## config.mk

```make
export PLATFORM = sky130hd
export DESIGN_NAME = ball_ctrl_flat
export DESIGN_NICKNAME = d
export VERILOG_FILES = /design/src/rtl/ball_ctrl_if.sv /design/src/rtl/ball_ctrl.sv /design/src/flat_wrapper.sv
export SDC_FILE = /design/constraint.sdc
export NUM_CORES = 1
export LEC_CHECK = 0
export ABC_CLOCK_PERIOD_IN_PS = 5410
export BUFFER_PORTS_ARGS = -buffer_cell sky130_fd_sc_hd__buf_2
export CAP_MARGIN = 20
export CORE_MARGIN = 3
export CORE_UTILIZATION = 41
export DETAILED_ROUTE_END_ITERATION = 6
export PLACE_DENSITY = 0.63
export SLEW_MARGIN = 20
export SYNTH_ARGS = -nofsm -noshare
export SYNTH_HDL_FRONTEND = slang
export SYNTH_SLANG_ARGS = --single-unit
```

## constraint.sdc

```tcl
create_clock -name clk_i -period 5.41 [get_ports clk_i]
set_clock_uncertainty 0.2 [all_clocks]
set_input_delay 0.541 -clock clk_i [delete_from_list [all_inputs] [get_ports clk_i]]
set_output_delay 0.541 -clock clk_i [all_outputs]
set_load 0.005 [all_outputs]
```

## src/rtl/ball_ctrl_if.sv

```systemverilog
// Bus bundle between the game-logic block and its host: frame pulse, restart,
// paddle positions in; ball position, scores and match status out.
interface ball_ctrl_if #(
  parameter int X_POS_W = 10,
  parameter int Y_POS_W = 9
);
  logic               new_frame_i;
  logic               restart_i;
  logic [X_POS_W-1:0] player_paddle_x_i;
  logic [Y_POS_W-1:0] player_paddle_y_i;
  logic [X_POS_W-1:0] pc_paddle_x_i;
  logic [Y_POS_W-1:0] pc_paddle_y_i;
  logic [X_POS_W-1:0] ball_x_o;
  logic [Y_POS_W-1:0] ball_y_o;
  logic [3:0]         score_player_o;
  logic [3:0]         score_pc_o;
  logic               point_o;
  logic               game_over_o;

  // Host side: drives frame/restart/paddles, observes ball and score
  modport master (
    output new_frame_i, restart_i,
    output player_paddle_x_i, player_paddle_y_i, pc_paddle_x_i, pc_paddle_y_i,
    input  ball_x_o, ball_y_o, score_player_o, score_pc_o, point_o, game_over_o
  );

  // Game-logic side
  modport slave (
    input  new_frame_i, restart_i,
    input  player_paddle_x_i, player_paddle_y_i, pc_paddle_x_i, pc_paddle_y_i,
    output ball_x_o, ball_y_o, score_player_o, score_pc_o, point_o, game_over_o
  );
endinterface

```

## src/rtl/ball_ctrl.sv

```systemverilog
// Pong ball owner: moves the ball once per frame, bounces it off walls and
// paddles, detects misses, keeps both scores and stops the match at WIN_SCORE.
// Player paddle on the left, computer paddle on the right.
module ball_ctrl #(
  parameter int SCREEN_H_RES  = 640,
  parameter int SCREEN_V_RES  = 480,
  parameter int PADDLE_WIDTH  = 8,
  parameter int PADDLE_HEIGHT = 64,
  parameter int BALL_SIDE     = 8,
  parameter int BALL_SPEED    = 2,
  parameter int SERVE_DELAY   = 60,
  parameter int WIN_SCORE     = 9,
  parameter int X_POS_W       = $clog2(SCREEN_H_RES),
  parameter int Y_POS_W       = $clog2(SCREEN_V_RES)
) (
  input  logic       clk_i,
  input  logic       rst_i,
  ball_ctrl_if.slave bus
);

  // One extra bit on the comparison paths so x - speed cannot wrap silently
  // and paddle_y + height cannot overflow.
  localparam int XW    = X_POS_W + 1;
  localparam int YW    = Y_POS_W + 1;
  localparam int CNT_W = ($clog2(SERVE_DELAY + 1) > 6) ? $clog2(SERVE_DELAY + 1) : 6;

  localparam logic [X_POS_W-1:0] CENTRE_X  = X_POS_W'((SCREEN_H_RES - BALL_SIDE) / 2);
  localparam logic [Y_POS_W-1:0] CENTRE_Y  = Y_POS_W'((SCREEN_V_RES - BALL_SIDE) / 2);
  localparam logic [XW-1:0]      SPEED_X   = XW'(BALL_SPEED);
  localparam logic [XW-1:0]      BALL_X    = XW'(BALL_SIDE);
  localparam logic [XW-1:0]      PAD_W_X   = XW'(PADDLE_WIDTH);
  localparam logic [XW-1:0]      X_MAX     = XW'(SCREEN_H_RES - BALL_SIDE);
  localparam logic [X_POS_W-1:0] BALL_XN   = X_POS_W'(BALL_SIDE);
  localparam logic [YW-1:0]      SPEED_Y   = YW'(BALL_SPEED);
  localparam logic [YW-1:0]      BALL_Y    = YW'(BALL_SIDE);
  localparam logic [YW-1:0]      PAD_H_Y   = YW'(PADDLE_HEIGHT);
  localparam logic [YW-1:0]      Y_MAX     = YW'(SCREEN_V_RES - BALL_SIDE);
  localparam logic [Y_POS_W-1:0] Y_LIMIT   = Y_POS_W'(SCREEN_V_RES - BALL_SIDE);
  localparam logic [Y_POS_W-1:0] SPEED_YN  = Y_POS_W'(BALL_SPEED);
  localparam logic [CNT_W-1:0]   SERVE_END = CNT_W'(SERVE_DELAY - 1);
  localparam logic [3:0]         WIN       = 4'(WIN_SCORE);

  typedef enum logic [1:0] {
    SERVE,
    MOVE,
    GAME_OVER
  } state_t;

  state_t             state_reg, state_next;
  logic [CNT_W-1:0]   cnt_reg, cnt_next;
  logic [X_POS_W-1:0] x_reg, x_next;
  logic [Y_POS_W-1:0] y_reg, y_next;
  logic               dx_reg, dx_next;
  logic               dy_reg, dy_next;
  logic               point_reg, point_next;
  logic               game_over_reg, game_over_next;

  logic [XW-1:0]      x_ext, x_cand, left_edge, pc_x_ext;
  logic [YW-1:0]      y_ext, py_ext, cy_ext;
  logic               left_ovl, right_ovl;
  logic               hit_left, hit_right, miss_left, miss_right;
  logic [X_POS_W-1:0] x_move;
  logic               dx_move;
  logic [Y_POS_W-1:0] y_move;
  logic               dy_move;
  logic               move_frame;
  logic [1:0]         scored;   // [0] player scores, [1] computer scores
  logic               win;

  // Candidate motion for this frame, independent per axis
  always_comb begin
    x_ext     = {1'b0, x_reg};
    y_ext     = {1'b0, y_reg};
    py_ext    = {1'b0, bus.player_paddle_y_i};
    cy_ext    = {1'b0, bus.pc_paddle_y_i};
    pc_x_ext  = {1'b0, bus.pc_paddle_x_i};
    left_edge = {1'b0, bus.player_paddle_x_i} + PAD_W_X;
    x_cand    = dx_reg ? (x_ext + SPEED_X) : (x_ext - SPEED_X);

    left_ovl  = (y_ext + BALL_Y > py_ext) && (y_ext < py_ext + PAD_H_Y);
    right_ovl = (y_ext + BALL_Y > cy_ext) && (y_ext < cy_ext + PAD_H_Y);

    // A hit needs the ball to start on the open side of the paddle face and
    // the step to reach or cross it.
    hit_left  = !dx_reg && (x_ext >= left_edge) && (x_cand <= left_edge) && left_ovl;
    hit_right = dx_reg && (x_ext + BALL_X <= pc_x_ext) && (x_cand + BALL_X >= pc_x_ext)
                && right_ovl;
    miss_left  = !dx_reg && (x_ext < SPEED_X) && !hit_left;
    miss_right = dx_reg && (x_ext + SPEED_X > X_MAX) && !hit_right;

    x_move  = x_cand[X_POS_W-1:0];
    dx_move = dx_reg;
    if (hit_left) begin
      x_move  = left_edge[X_POS_W-1:0];
      dx_move = 1'b1;
    end else if (hit_right) begin
      x_move  = bus.pc_paddle_x_i - BALL_XN;
      dx_move = 1'b0;
    end

    y_move  = dy_reg ? (y_reg + SPEED_YN) : (y_reg - SPEED_YN);
    dy_move = dy_reg;
    if (!dy_reg && (y_ext < SPEED_Y)) begin
      y_move  = '0;
      dy_move = 1'b1;
    end else if (dy_reg && (y_ext + SPEED_Y > Y_MAX)) begin
      y_move  = Y_LIMIT;
      dy_move = 1'b0;
    end
  end

  assign move_frame = bus.new_frame_i && !bus.restart_i && (state_reg == MOVE);
  assign scored[0]  = move_frame && miss_right;
  assign scored[1]  = move_frame && miss_left;

  genvar gi;
  generate
    for (gi = 0; gi < 2; gi++) begin : g_score
      logic [3:0] score_reg;
      logic [3:0] score_next;

      // Score for one side: cleared by restart, bumped when that side scores
      always_comb begin
        score_next = score_reg;
        if (bus.restart_i) begin
          score_next = '0;
        end else if (scored[gi]) begin
          score_next = score_reg + 4'd1;
        end
      end

      // Score register
      always_ff @(posedge clk_i) begin
        if (rst_i) begin
          score_reg <= '0;
        end else begin
          score_reg <= score_next;
        end
      end
    end
  endgenerate

  assign win = (scored[0] && (g_score[0].score_next == WIN)) ||
               (scored[1] && (g_score[1].score_next == WIN));

  // Match FSM: serve delay, per-frame motion, point handling, restart
  always_comb begin
    state_next = state_reg;
    cnt_next   = cnt_reg;
    x_next     = x_reg;
    y_next     = y_reg;
    dx_next    = dx_reg;
    dy_next    = dy_reg;
    point_next = 1'b0;
    if (bus.restart_i) begin
      state_next = SERVE;
      cnt_next   = '0;
      x_next     = CENTRE_X;
      y_next     = CENTRE_Y;
      dx_next    = 1'b0;
      dy_next    = 1'b0;
    end else if (bus.new_frame_i) begin
      case (state_reg)
        SERVE: begin
          if (cnt_reg == SERVE_END) begin
            cnt_next   = '0;
            state_next = MOVE;
          end else begin
            cnt_next = cnt_reg + CNT_W'(1);
          end
        end
        MOVE: begin
          if (miss_left || miss_right) begin
            // A miss overrides any wall bounce this frame; serve toward loser
            point_next = 1'b1;
            x_next     = CENTRE_X;
            y_next     = CENTRE_Y;
            dx_next    = miss_right;
            dy_next    = !dy_reg;
            cnt_next   = '0;
            state_next = win ? GAME_OVER : SERVE;
          end else begin
            x_next  = x_move;
            dx_next = dx_move;
            y_next  = y_move;
            dy_next = dy_move;
          end
        end
        default: begin
        end
      endcase
    end
    game_over_next = (state_next == GAME_OVER);
  end

  // State and output registers
  always_ff @(posedge clk_i) begin
    if (rst_i) begin
      state_reg     <= SERVE;
      cnt_reg       <= '0;
      x_reg         <= CENTRE_X;
      y_reg         <= CENTRE_Y;
      dx_reg        <= 1'b0;
      dy_reg        <= 1'b0;
      point_reg     <= 1'b0;
      game_over_reg <= 1'b0;
    end else begin
      state_reg     <= state_next;
      cnt_reg       <= cnt_next;
      x_reg         <= x_next;
      y_reg         <= y_next;
      dx_reg        <= dx_next;
      dy_reg        <= dy_next;
      point_reg     <= point_next;
      game_over_reg <= game_over_next;
    end
  end

  assign bus.ball_x_o       = x_reg;
  assign bus.ball_y_o       = y_reg;
  assign bus.score_player_o = g_score[0].score_reg;
  assign bus.score_pc_o     = g_score[1].score_reg;
  assign bus.point_o        = point_reg;
  assign bus.game_over_o    = game_over_reg;

endmodule
```

## src/flat_wrapper.sv

```systemverilog
// flat-port wrapper written by rule: the top's interface ports become plain ports
module ball_ctrl_flat 
#(
  parameter int SCREEN_H_RES  = 640,
  parameter int SCREEN_V_RES  = 480,
  parameter int PADDLE_WIDTH  = 8,
  parameter int PADDLE_HEIGHT = 64,
  parameter int BALL_SIDE     = 8,
  parameter int BALL_SPEED    = 2,
  parameter int SERVE_DELAY   = 60,
  parameter int WIN_SCORE     = 9,
  parameter int X_POS_W       = $clog2(SCREEN_H_RES),
  parameter int Y_POS_W       = $clog2(SCREEN_V_RES)
)
  (clk_i, rst_i, bus_new_frame_i, bus_restart_i, bus_player_paddle_x_i, bus_player_paddle_y_i, bus_pc_paddle_x_i, bus_pc_paddle_y_i, bus_ball_x_o, bus_ball_y_o, bus_score_player_o, bus_score_pc_o, bus_point_o, bus_game_over_o);
  ball_ctrl_if #(.X_POS_W(X_POS_W), .Y_POS_W(Y_POS_W)) bus_i ();
  input  logic clk_i;
  input  logic rst_i;
  input wire logic [$bits(bus_i.new_frame_i)-1:0] bus_new_frame_i;
  input wire logic [$bits(bus_i.restart_i)-1:0] bus_restart_i;
  input wire logic [$bits(bus_i.player_paddle_x_i)-1:0] bus_player_paddle_x_i;
  input wire logic [$bits(bus_i.player_paddle_y_i)-1:0] bus_player_paddle_y_i;
  input wire logic [$bits(bus_i.pc_paddle_x_i)-1:0] bus_pc_paddle_x_i;
  input wire logic [$bits(bus_i.pc_paddle_y_i)-1:0] bus_pc_paddle_y_i;
  output wire logic [$bits(bus_i.ball_x_o)-1:0] bus_ball_x_o;
  output wire logic [$bits(bus_i.ball_y_o)-1:0] bus_ball_y_o;
  output wire logic [$bits(bus_i.score_player_o)-1:0] bus_score_player_o;
  output wire logic [$bits(bus_i.score_pc_o)-1:0] bus_score_pc_o;
  output wire logic [$bits(bus_i.point_o)-1:0] bus_point_o;
  output wire logic [$bits(bus_i.game_over_o)-1:0] bus_game_over_o;
  assign bus_i.new_frame_i = bus_new_frame_i;
  assign bus_i.restart_i = bus_restart_i;
  assign bus_i.player_paddle_x_i = bus_player_paddle_x_i;
  assign bus_i.player_paddle_y_i = bus_player_paddle_y_i;
  assign bus_i.pc_paddle_x_i = bus_pc_paddle_x_i;
  assign bus_i.pc_paddle_y_i = bus_pc_paddle_y_i;
  assign bus_ball_x_o = bus_i.ball_x_o;
  assign bus_ball_y_o = bus_i.ball_y_o;
  assign bus_score_player_o = bus_i.score_player_o;
  assign bus_score_pc_o = bus_i.score_pc_o;
  assign bus_point_o = bus_i.point_o;
  assign bus_game_over_o = bus_i.game_over_o;
  ball_ctrl #(.SCREEN_H_RES(SCREEN_H_RES), .SCREEN_V_RES(SCREEN_V_RES), .PADDLE_WIDTH(PADDLE_WIDTH), .PADDLE_HEIGHT(PADDLE_HEIGHT), .BALL_SIDE(BALL_SIDE), .BALL_SPEED(BALL_SPEED), .SERVE_DELAY(SERVE_DELAY), .WIN_SCORE(WIN_SCORE), .X_POS_W(X_POS_W), .Y_POS_W(Y_POS_W)) u_core (.clk_i(clk_i), .rst_i(rst_i), .bus(bus_i));
endmodule
```

# Yosys cells after proc, flatten, opt, wreduce, memory -nomap -nowiden
# Cells that the tools add are included.
[totals]
elab_cells = 110
inputBits = 42
output_inout_bits = 29
ff_bits = 39
[op_classes]
n_bitwise = 2
mux = 28
reduce_logical = 37
add_sub_neg = 15
magnitude_cmp = 12
eq_ne = 6
[op_table]
columns = ["cell", "count"]
rows = [
  ["two-way mux 9 bit", 4],
  ["two-way mux 10 bit", 3],
  ["adder 10 x 4 -> 11 bit, second input constant", 2],
  ["adder 9 x 7 -> 10 bit, second input constant", 2],
  ["greater-than comparator 10 x 9 -> 1 bit", 2],
  ["logical AND 1 bit", 20],
  ["less-than comparator 9 x 10 -> 1 bit", 2],
  ["two-way mux 4 bit", 4],
  ["two-way mux 6 bit", 2],
  ["one-hot mux 6 bit (2 select lines)", 1],
  ["adder 10 x 2 -> 11 bit, second input constant", 1],
  ["adder 11 x 4 -> 11 bit, second input constant", 1],
  ["greater-or-equal comparator 10 x 11 -> 1 bit", 1],
  ["greater-or-equal comparator 11 x 10 -> 1 bit", 1],
  ["greater-than comparator 11 x 10 -> 1 bit, second input constant", 1],
  ["less-or-equal comparator 11 x 10 -> 1 bit", 1],
  ["less-or-equal comparator 11 bit", 1],
  ["two-way mux 11 bit", 1],
  ["subtractor 10 x 2 -> 11 bit, second input constant", 1],
  ["adder 9 x 2 -> 10 bit, second input constant", 1],
  ["adder 9 x 4 -> 10 bit, second input constant", 1],
  ["greater-than comparator 10 x 9 -> 1 bit, second input constant", 1],
  ["less-than comparator 10 x 2 -> 1 bit, second input constant", 1],
  ["two-way mux 2 bit", 5],
  ["other kinds (23)", 40],
]

# Longest topological paths before layout
# Gate-level depths: netlist (run 1).
[depth]
word_depth = 20
mapped_depth = 20
depth_no_buf = 18

# Least setup slack after synthesis (run 1)
# OpenSTA, ideal clock, no wires.
[synth_timing]
path_type = "flip-flop to flip-flop"
startpoint = "reg u_core.x_reg[1] (netlist: u_core.bus.ball_x_o[1])"
endpoint = "reg u_core.g_score[0].score_reg[3] (netlist: u_core.bus.score_player_o[3])"
required_time_ns = 5.139
path_buffers = 1
synth_period_minus_slack_ns = 4.360
stages_incl_launch_ff = 20
slack_ns = 1.050
arrival_time_ns = 4.090
setup_ns = 0.071
path_cell_list = "dfxtp_1 -> inv_1 -> ha_1 -> nand2b_1 -> a31oi_1 -> xnor2_1 -> nand3_1 -> or2_2 -> xnor2_1 -> ha_1 -> a21o_1 -> a21oi_1 -> o211ai_1 -> a21oi_1 -> o41a_4 -> o21ai_4 -> or3_1 -> buf_2 -> or3_1 -> a21oi_1"
[synth_between]
elab_chain_len = 11
elab_cells_between_ends = 17
classes_between = "add/sub: 4; order compare: 3; mux: 3; reduce/logical: 7"
[synth_rtl]
columns = ["item", "line_no", "source"]
rows = [
  ["start, declared", "ball_ctrl.sv:51", "logic [X_POS_W-1:0] x_reg, x_next;"],
  ["start signal, assigned", "ball_ctrl.sv:210", "x_reg <= x_next;"],
  ["subtractor 10 x 2 -> 11 bit / adder 10 x 2 -> 11 bit (equally long branches)", "ball_ctrl.sv:78, ball_ctrl.sv:89", ""],
  ["two-way mux 11 bit", "ball_ctrl.sv:78", "x_cand = dx_reg ? (x_ext + SPEED_X) : (x_ext - SPEED_X);"],
  ["adder 11 x 4 -> 11 bit", "ball_ctrl.sv:86", "hit_right = dx_reg && (x_ext + BALL_X <= pc_x_ext) && (x_cand + BALL_X >= pc_x_ext)"],
  ["greater-or-equal comparator 11 x 10 -> 1 bit", "ball_ctrl.sv:86", ""],
  ["logical AND 1 bit", "ball_ctrl.sv:86", ""],
  ["logical AND 1 bit", "ball_ctrl.sv:87", "&& right_ovl;"],
  ["zero test 1 bit", "ball_ctrl.sv:89", "miss_right = dx_reg && (x_ext + SPEED_X > X_MAX) && !hit_right;"],
  ["logical AND 1 bit (*)", "ball_ctrl.sv:89", ""],
  ["logical AND 1 bit (*)", "ball_ctrl.sv:113", "assign scored[0] = move_frame && miss_right;"],
  ["two-way mux 4 bit (*)", "ball_ctrl.sv:127", "end else if (scored[gi]) begin"],
  ["two-way mux 4 bit (*)", "ball_ctrl.sv:125", "if (bus.restart_i) begin"],
  ["end signal, assigned", "ball_ctrl.sv:137", "score_reg <= score_next;"],
  ["end, declared", "ball_ctrl.sv:119", "logic [3:0] score_reg;"],
]
# Every way passes the cells marked *; elsewhere a longest branch is shown, timed or not.
# A chain may end at the register's enable or synchronous reset.

# Worst setup path in the final report (run 1)
[layout_timing]
startpoint = "reg u_core.x_reg[3] (netlist: u_core.bus.ball_x_o[3])"
endpoint = "reg u_core.g_score[0].score_reg[3] (netlist: u_core.bus.score_player_o[3])"
# Same word-level chain as after synthesis.

==> out/metrics.cfg, run 1 <==
[power]
clockPowerShare_pct=41.6
p_comb_share_pct=19.5
p_per_area_nw_per_um2=133
seq_power_share_pct=39.0
finalPower_mw=0.721
switching_share_pct=27.4
p_leak_nw=2.37
intPower_mw=0.523
max-vdd-ir-drop_mv=0.123
switchingPower_mw=0.198

[synthesis]
yosys_most_used_dff=dfxtp_1
synthArstFlopShare_pct=0
synth.net_count=748
yosysWarnings=0
synth.avg_cell_area_um2=7.82
postSynthCellCount=622
synthDistinctLibCells=75
ys_ff_latch=38
syn-cell-area_um2=4860
yosysSeqAreaShare_pct=15.6
synth_edf_count=0

[finish]
drive_gt1_share_pct=14.8
ff_latch_area_um2=761
multi_input_area_um2=3760
final_cells=818
fin_area_um2=5420
largest_register_ffs=10
antenna-diode-count=0
syn2layout_area_growth_pct=11.4
fillCellCount=1133
finalNetCount=800

[global_route]
grt_max_degree=29
grt-ovfl-total=0
grt_pass1_wl_mm=22.1
track_usage_pct=20.4
grt_pass1_vias=4516
antenna_found_initial=0

[placed_design]
dpl_cell_area_um2=5270
gp_congestion=0.892
dpl.hpwl_mm=10.8
dp_cells=810
port_buffers=69

[floorplan]
die_h_um=115
io_pins=71
die_x_um=115
fp-row-count=39
start_util_pct=42.2
core_um2=11500
dieArea_um2=13200

[route]
vias_per_cell=5.87
route.vias.total=4802
firstDrtPassIters=5
drc_errors=0
totalWireLength_mm=13.6
wl_per_cell_um=16.7
ant_nets=0
first_iter_violations=304

[hold_path]
min_from=rst_i
min_to=u_core.bus.score_player_o[1]$_SDFF_PP0_
hold_depth=2
hold_class=in -> reg

[timing]
max_slew.worst_pin.slew_ns=0.975
final.min_clock_period_ns=5.02
final-hold-violation-count=0
tns_ns=0
max_freq_mhz=199
setup_violations=0
slew_violations=0
slew_headroom_pct=34.9
rsz0062_at_grt=false
timing.final.crit_share_pct=92.7

[setup_path]
crit_arrival_ns=5.03
crit_required_ns=5.42
worstSetupEndpointType=flip-flop
r2r-end=u_core.bus.score_player_o[3]$_SDFF_PP0_
setup.worst_path.start_class=flip-flop
ff2ff_setup_slack_ns=0.39
path_class=reg -> reg
r2r_cells=18
crit_fanout=12
rr_startpoint=u_core.bus.ball_x_o[3]$_SDFFE_PP1P_

[clock_tree]
hold_buffers=0
cts.sinks=38
root_buffer=clkbuf_16
h-tree-depth=2
clk_pin_slew_ns=0.06
ctsLongestPathBuffers=2
numCtsBuffers=5
post_cts_buffers=0
clk_latency_ns=0.28
cts.repair.resized=0
cts_tree=yes

[outcome]
status=finished, final reports clean

[run]
drv_cap=0

==> worst max-delay path: stages (launching register included) <==
cell and delay [ns]:
dfxtp_1 0.56, inv_1 0.20, ha_1 0.24, nand2b_1 0.10
a31oi_1 0.11, xnor2_1 0.48, nand3_1 0.23, or2_2 0.35
xnor2_1 0.14, ha_1 0.30, a21o_1 0.18, a21oi_1 0.18
o211ai_1 0.14, a21oi_1 0.23, o41a_4 0.25, o21ai_4 0.09
or3_1 0.43, or3_1 0.38, a21oi_1 0.14
==> through the flow <==
| stage | utilization [%] | hold WS (ns) | setup WS, ns |
|---|---|---|---|
| after floorplan | - | 0.245 | 1.05 |
| after global placement | 45.7 | 0.258 | 0.653 |
| after detailed placement | 45.7 | 0.269 | 0.498 |
| after CTS | 47.0 | 0.236 | 0.438 |
| after global routing | 47.0 | 0.256 | 0.000367 |
| final | 47.0 | 0.242 | 0.393 |
==> cell usage after synthesis (6+ instances only) <==
| cell | instances | area (um2) |
|---|---|---|
| nand4_1 | 10 | 62.6 |
| inv_1 | 55 | 206 |
| dfxtp_1 | 38 | 761 |
| and3_1 | 9 | 56.3 |
| a31oi_1 | 13 | 81.3 |
| or3_1 | 8 | 50.1 |
| nor3_1 | 20 | 100 |
| nand2b_1 | 7 | 43.8 |
| mux2i_1 | 7 | 70.1 |
| nand3_1 | 30 | 150 |
| xor2_1 | 14 | 123 |
| a21o_1 | 7 | 52.6 |
| ha_1 | 84 | 1050 |
| clkbuf_1 | 15 | 56.3 |
| nor4_1 | 6 | 37.5 |
| nor2_1 | 37 | 139 |
| o31ai_1 | 7 | 52.6 |
| xnor2_1 | 37 | 324 |
| o21ai_0 | 24 | 120 |
| o211ai_1 | 7 | 52.6 |
| a211oi_1 | 7 | 52.6 |
| nand2_1 | 45 | 169 |
| a21oi_1 | 30 | 150 |
==> final cells by class <==
| cell class | count | share of cell area, % |
|---|---|---|
| multi-input combinational | 502 | 69.3 |
| sequential | 38 | 14.0 |
| timing repair buffer | 71 | 6.65 |
| inverter | 56 | 3.88 |
| tap | 143 | 3.30 |
| clock buffer | 6 | 2.56 |
| clock inverter | 2 | 0.231 |
==> how the worst max path moves through the flow <==
| stage | from | endpoint | slack, ns | cells after the start |
|---|---|---|---|---|
| finish | u_core.bus.ball_x_o[3]$_SDFFE_PP1P_ | u_core.bus.score_player_o[3]$_SDFF_PP0_ | 0.39 | 18 |
| global route | u_core.bus.ball_x_o[3]$_SDFFE_PP1P_ | u_core.bus.score_player_o[3]$_SDFF_PP0_ | 0.0004 | 18 |
| CTS | u_core.bus.ball_x_o[3]$_SDFFE_PP1P_ | u_core.bus.score_player_o[3]$_SDFF_PP0_ | 0.44 | 18 |
| detailed placement | u_core.bus.ball_x_o[3]$_SDFFE_PP1P_ | u_core.bus.score_player_o[3]$_SDFF_PP0_ | 0.50 | 18 |
| global placement | u_core.bus.ball_x_o[3]$_SDFFE_PP1P_ | u_core.bus.score_player_o[3]$_SDFF_PP0_ | 0.65 | 18 |
| floorplan | u_core.bus.ball_x_o[1]$_SDFFE_PP0P_ | u_core.bus.score_player_o[3]$_SDFF_PP0_ | 1.05 | 19 |
==> per-layer routing <==
metal / GRT usage [%] / vias up / wire length (um)
met1: 27.4 / 2234 / 6210
met4: 4.93 / 0 / 239
met3: 3.16 / 17 / 787
met2: 34.4 / 151 / 6400
li1: - / 2400 / -
met5: 0 / - / 0
==> power by group through the flow <==
stage | registers, mW | clock network [mW] | logic, mW
floorplan | 0.287 | 0 | 0.0898
global placement | 0.287 | 0 | 0.136
detailed placement | 0.287 | 0 | 0.138
CTS | 0.281 | 0.305 | 0.139
global route | 0.281 | 0.319 | 0.159
finish | 0.281 | 0.300 | 0.140
==> logic make-up after synthesis <==
kind of cell / count (synthesis) / synth area share [%]
buffers and inverters: 82 / 7.10
AND/OR/NAND/NOR: 203 / 21.6
adder cells (fa/ha/maj): 84 / 21.6
flip-flops: 38 / 15.6
other: 1 / 0.0771
AO/OA/AOI/OAI: 154 / 22.9
multiplexers: 9 / 1.90
XOR/XNOR: 51 / 9.19
==> cell usage in the layout (no fill, tap or decap), types with 3 or more instances in the layout <==
master and n:
or2_2 5, a211o_1 4, nand4_1 10, nor2_1 37, a21o_1 7, a221o_1 3, clkbuf_16 5, nor2b_1 5
and4_1 3, o32a_1 3, a211oi_1 7, xnor2_1 37, nor4_1 6, o32ai_1 4, ha_1 84, and3_1 9
o211a_1 3, dfxtp_1 38, o21a_1 5, inv_1 55, o21ai_0 24, xor2_1 14, nand2b_1 7, nand2_1 45
o22ai_1 4, or3_1 8, mux2i_1 7, a31oi_1 13, o211ai_1 7, nor3_1 20, o221ai_1 3, o31ai_1 7
a22oi_1 3, a21oi_1 30, nand3_1 30, buf_2 69, and2_1 3
No activity file was read; power rests on OpenSTA's default activity.
==> run 2, diff against run 1 <==
--- a/config.mk
+++ b/config.mk
@@ -11,7 +11,6 @@
 export CORE_MARGIN = 3
 export CORE_UTILIZATION = 41
 export DETAILED_ROUTE_END_ITERATION = 6
-export PLACE_DENSITY = 0.63
 export SLEW_MARGIN = 20
 export SYNTH_ARGS = -nofsm -noshare
 export SYNTH_HDL_FRONTEND = slang
==> run 2 against run 1 <==
  * Register-to-register slack lost 0.02 ns
  * Via count grew 0.37%
  * Sequential share of layout area shrank 0.065 points
  * Maximum frequency shrank 0.34%
  * Utilization grew 0.22 points
  * Critical path type unchanged
  * Cell area grew 0.46%
  * Clock power grew 14%
  * Sequential power is essentially flat
  * Routed wire length grew 2.7%
==> out/metrics.cfg, run 2 (same netlist as run 1, synthesis figures left out) <==
[finish]
finalNetCount=801  ; +0.13%
final_cells=818  ; unchanged
largest_register_ffs=10  ; unchanged
syn2layout_area_growth_pct=11.9
layout_common_cells=84 x ha_1, 69 x buf_2, 55 x inv_1
final_common_cell=ha_1
drive_gt1_share_pct=14.8  ; unchanged
antenna-diode-count=0  ; unchanged

[timing]
rsz0062_at_grt=false
tns_ns=0  ; unchanged
slew_violations=0  ; unchanged
max_slew.worst_pin.slew_ns=0.968  ; -0.00717 ns
fin_worst_hold_slack_ns=0.236  ; -0.00599 ns
final-hold-violation-count=0  ; unchanged
timing.final.crit_share_pct=93.0  ; +0.31 points
slew_headroom_pct=35.3  ; +0.48 points
max_freq_mhz=199  ; -0.34%
final.min_clock_period_ns=5.03  ; +0.0170 ns
setup_violations=0  ; unchanged

[floorplan]
die_x_um=115  ; unchanged
io_pins=71  ; unchanged
core_um2=11500  ; unchanged
start_util_pct=42.2  ; unchanged
dieArea_um2=13200  ; unchanged
fp-row-count=39  ; unchanged
die_h_um=115  ; unchanged

[clock_tree]
root_buffer=clkbuf_16
clk_latency_ns=0.28  ; about the same
h-tree-depth=2  ; unchanged
numCtsBuffers=5  ; unchanged
cts.repair.resized=0  ; unchanged
hold_buffers=0  ; unchanged
cts.sinks=38  ; unchanged
ctsLongestPathBuffers=2  ; unchanged
clk_pin_slew_ns=0.06  ; about the same
cts_tree=yes
post_cts_buffers=0  ; unchanged

[placed_design]
dp_cells=811  ; +0.12%
gp_congestion=0.929  ; +4.2%
dpl.hpwl_mm=11.0  ; +2.1%
port_buffers=69  ; unchanged

[power]
p_per_area_nw_per_um2=140  ; +5.2%
p_leak_nw=2.39  ; +0.65%
finalPower_mw=0.762  ; +5.7%
max-vdd-ir-drop_mv=0.109  ; -12%

[setup_path]
crit_fanout=12  ; unchanged
path_buf_inv=1  ; unchanged
r2r_cells=18  ; unchanged
cpMaxStageDelayCell=dfxtp_1
cp-startpoint=u_core.bus.ball_x_o[3]$_SDFFE_PP1P_
crit_required_ns=5.42  ; about the same
r2r-end=u_core.bus.score_player_o[3]$_SDFF_PP0_
worstSetupEndpointType=flip-flop
ff2ff_setup_slack_ns=0.38  ; -0.02 ns
slowest_delay_ns=0.55  ; about the same
worstPathCellList=inv_1, ha_1, nand2b_1, a31oi_1, xnor2_1, nand3_1, or2_2, xnor2_1, ha_1, a21o_1, a21oi_1, o211ai_1, a21oi_1, o41a_4, o21ai_4, or3_1, or3_1, a21oi_1
cpLargestDelayFamily=simple AND/OR/NAND/NOR gates
path_class=reg -> reg
crit_arrival_ns=5.05  ; +0.02 ns
crit_top_cell=a21oi_1
rr_startpoint=u_core.bus.ball_x_o[3]$_SDFFE_PP1P_
setup.worst_path.start_class=flip-flop

[hold_path]
min_to=u_core.bus.score_player_o[1]$_SDFF_PP0_
min_from=rst_i
hold_depth=2  ; unchanged
hold_class=in -> reg

[global_route]
track_usage_pct=20.7  ; +0.31 points
grt_max_degree=29  ; unchanged
antenna_found_initial=0  ; unchanged
grt_pass1_vias=4533  ; +0.38%
grt-ovfl-total=0  ; unchanged
grt_pass1_wl_mm=22.3  ; +0.84%

[route]
drc_errors=0  ; unchanged
firstDrtPassIters=4  ; -1
vias_per_cell=5.89  ; +0.37%
route.vias.total=4820  ; +0.37%
ant_nets=0  ; unchanged
first_iter_violations=236  ; -22%
wl_per_cell_um=17.1  ; +2.7%
totalWireLength_mm=14.0  ; +2.7%

[run]
drv_cap=0  ; unchanged

[outcome]
status=finished, final reports clean

[run 2: cell types whose count changed in the layout (fill, tap and decap cells not counted), sizes merged]
cell,change
buf,+1
clkinv,-1
bufinv,+1
clkinvlp,-1
[run 2: cell type report]
type | count | area [um2]
Clock buffer | 6 | 139
Clock inverter | 1 | 30.0
Fill cell | 1171 | 6070
Inverter | 56 | 210
Multi-Input combinational cell | 502 | 3760
Sequential cell | 38 | 761
Tap cell | 143 | 179
Timing Repair Buffer | 72 | 368
[run 2: layer usage]
metal | part of all wire, % | global-route usage, % | up-vias
met1 | 44 | 27.3 | 2234
li1 | - | - | 2396
met5 | 0 | 0 | -
met4 | 2.8 | 7.90 | 0
met2 | 47 | 34.2 | 161
met3 | 6.0 | 3.11 | 29
[run 2: metrics by stage]
stage	setup slack, ns	cell area (um2)	util, %
global route	0.00104	5440	47.3
CTS	0.406	5440	47.3
detailed placement	0.413	5270	45.8
global placement	0.648	5270	45.8
floorplan	1.05	4860	-
finish	0.376	5440	47.3
[run 2: report_power, final]
part,internal (mW),switching (mW)
Combinational,0.0599,0.0802
Sequential,0.280,0.000485
Clock,0.227,0.113
[run 2: how the worst max path moves through the flow]
stage	endpoint	slack, ns	cells past startpoint
after global routing	u_core.bus.score_player_o[3]$_SDFF_PP0_	0.001	18
after global placement	u_core.bus.score_player_o[3]$_SDFF_PP0_	0.65	18
after floorplan	u_core.bus.score_player_o[3]$_SDFF_PP0_	1.05	19
after detailed placement	u_core.bus.score_player_o[3]$_SDFF_PP0_	0.41	18
after CTS	u_core.bus.score_player_o[3]$_SDFF_PP0_	0.41	18
final	u_core.bus.score_player_o[3]$_SDFF_PP0_	0.38	18
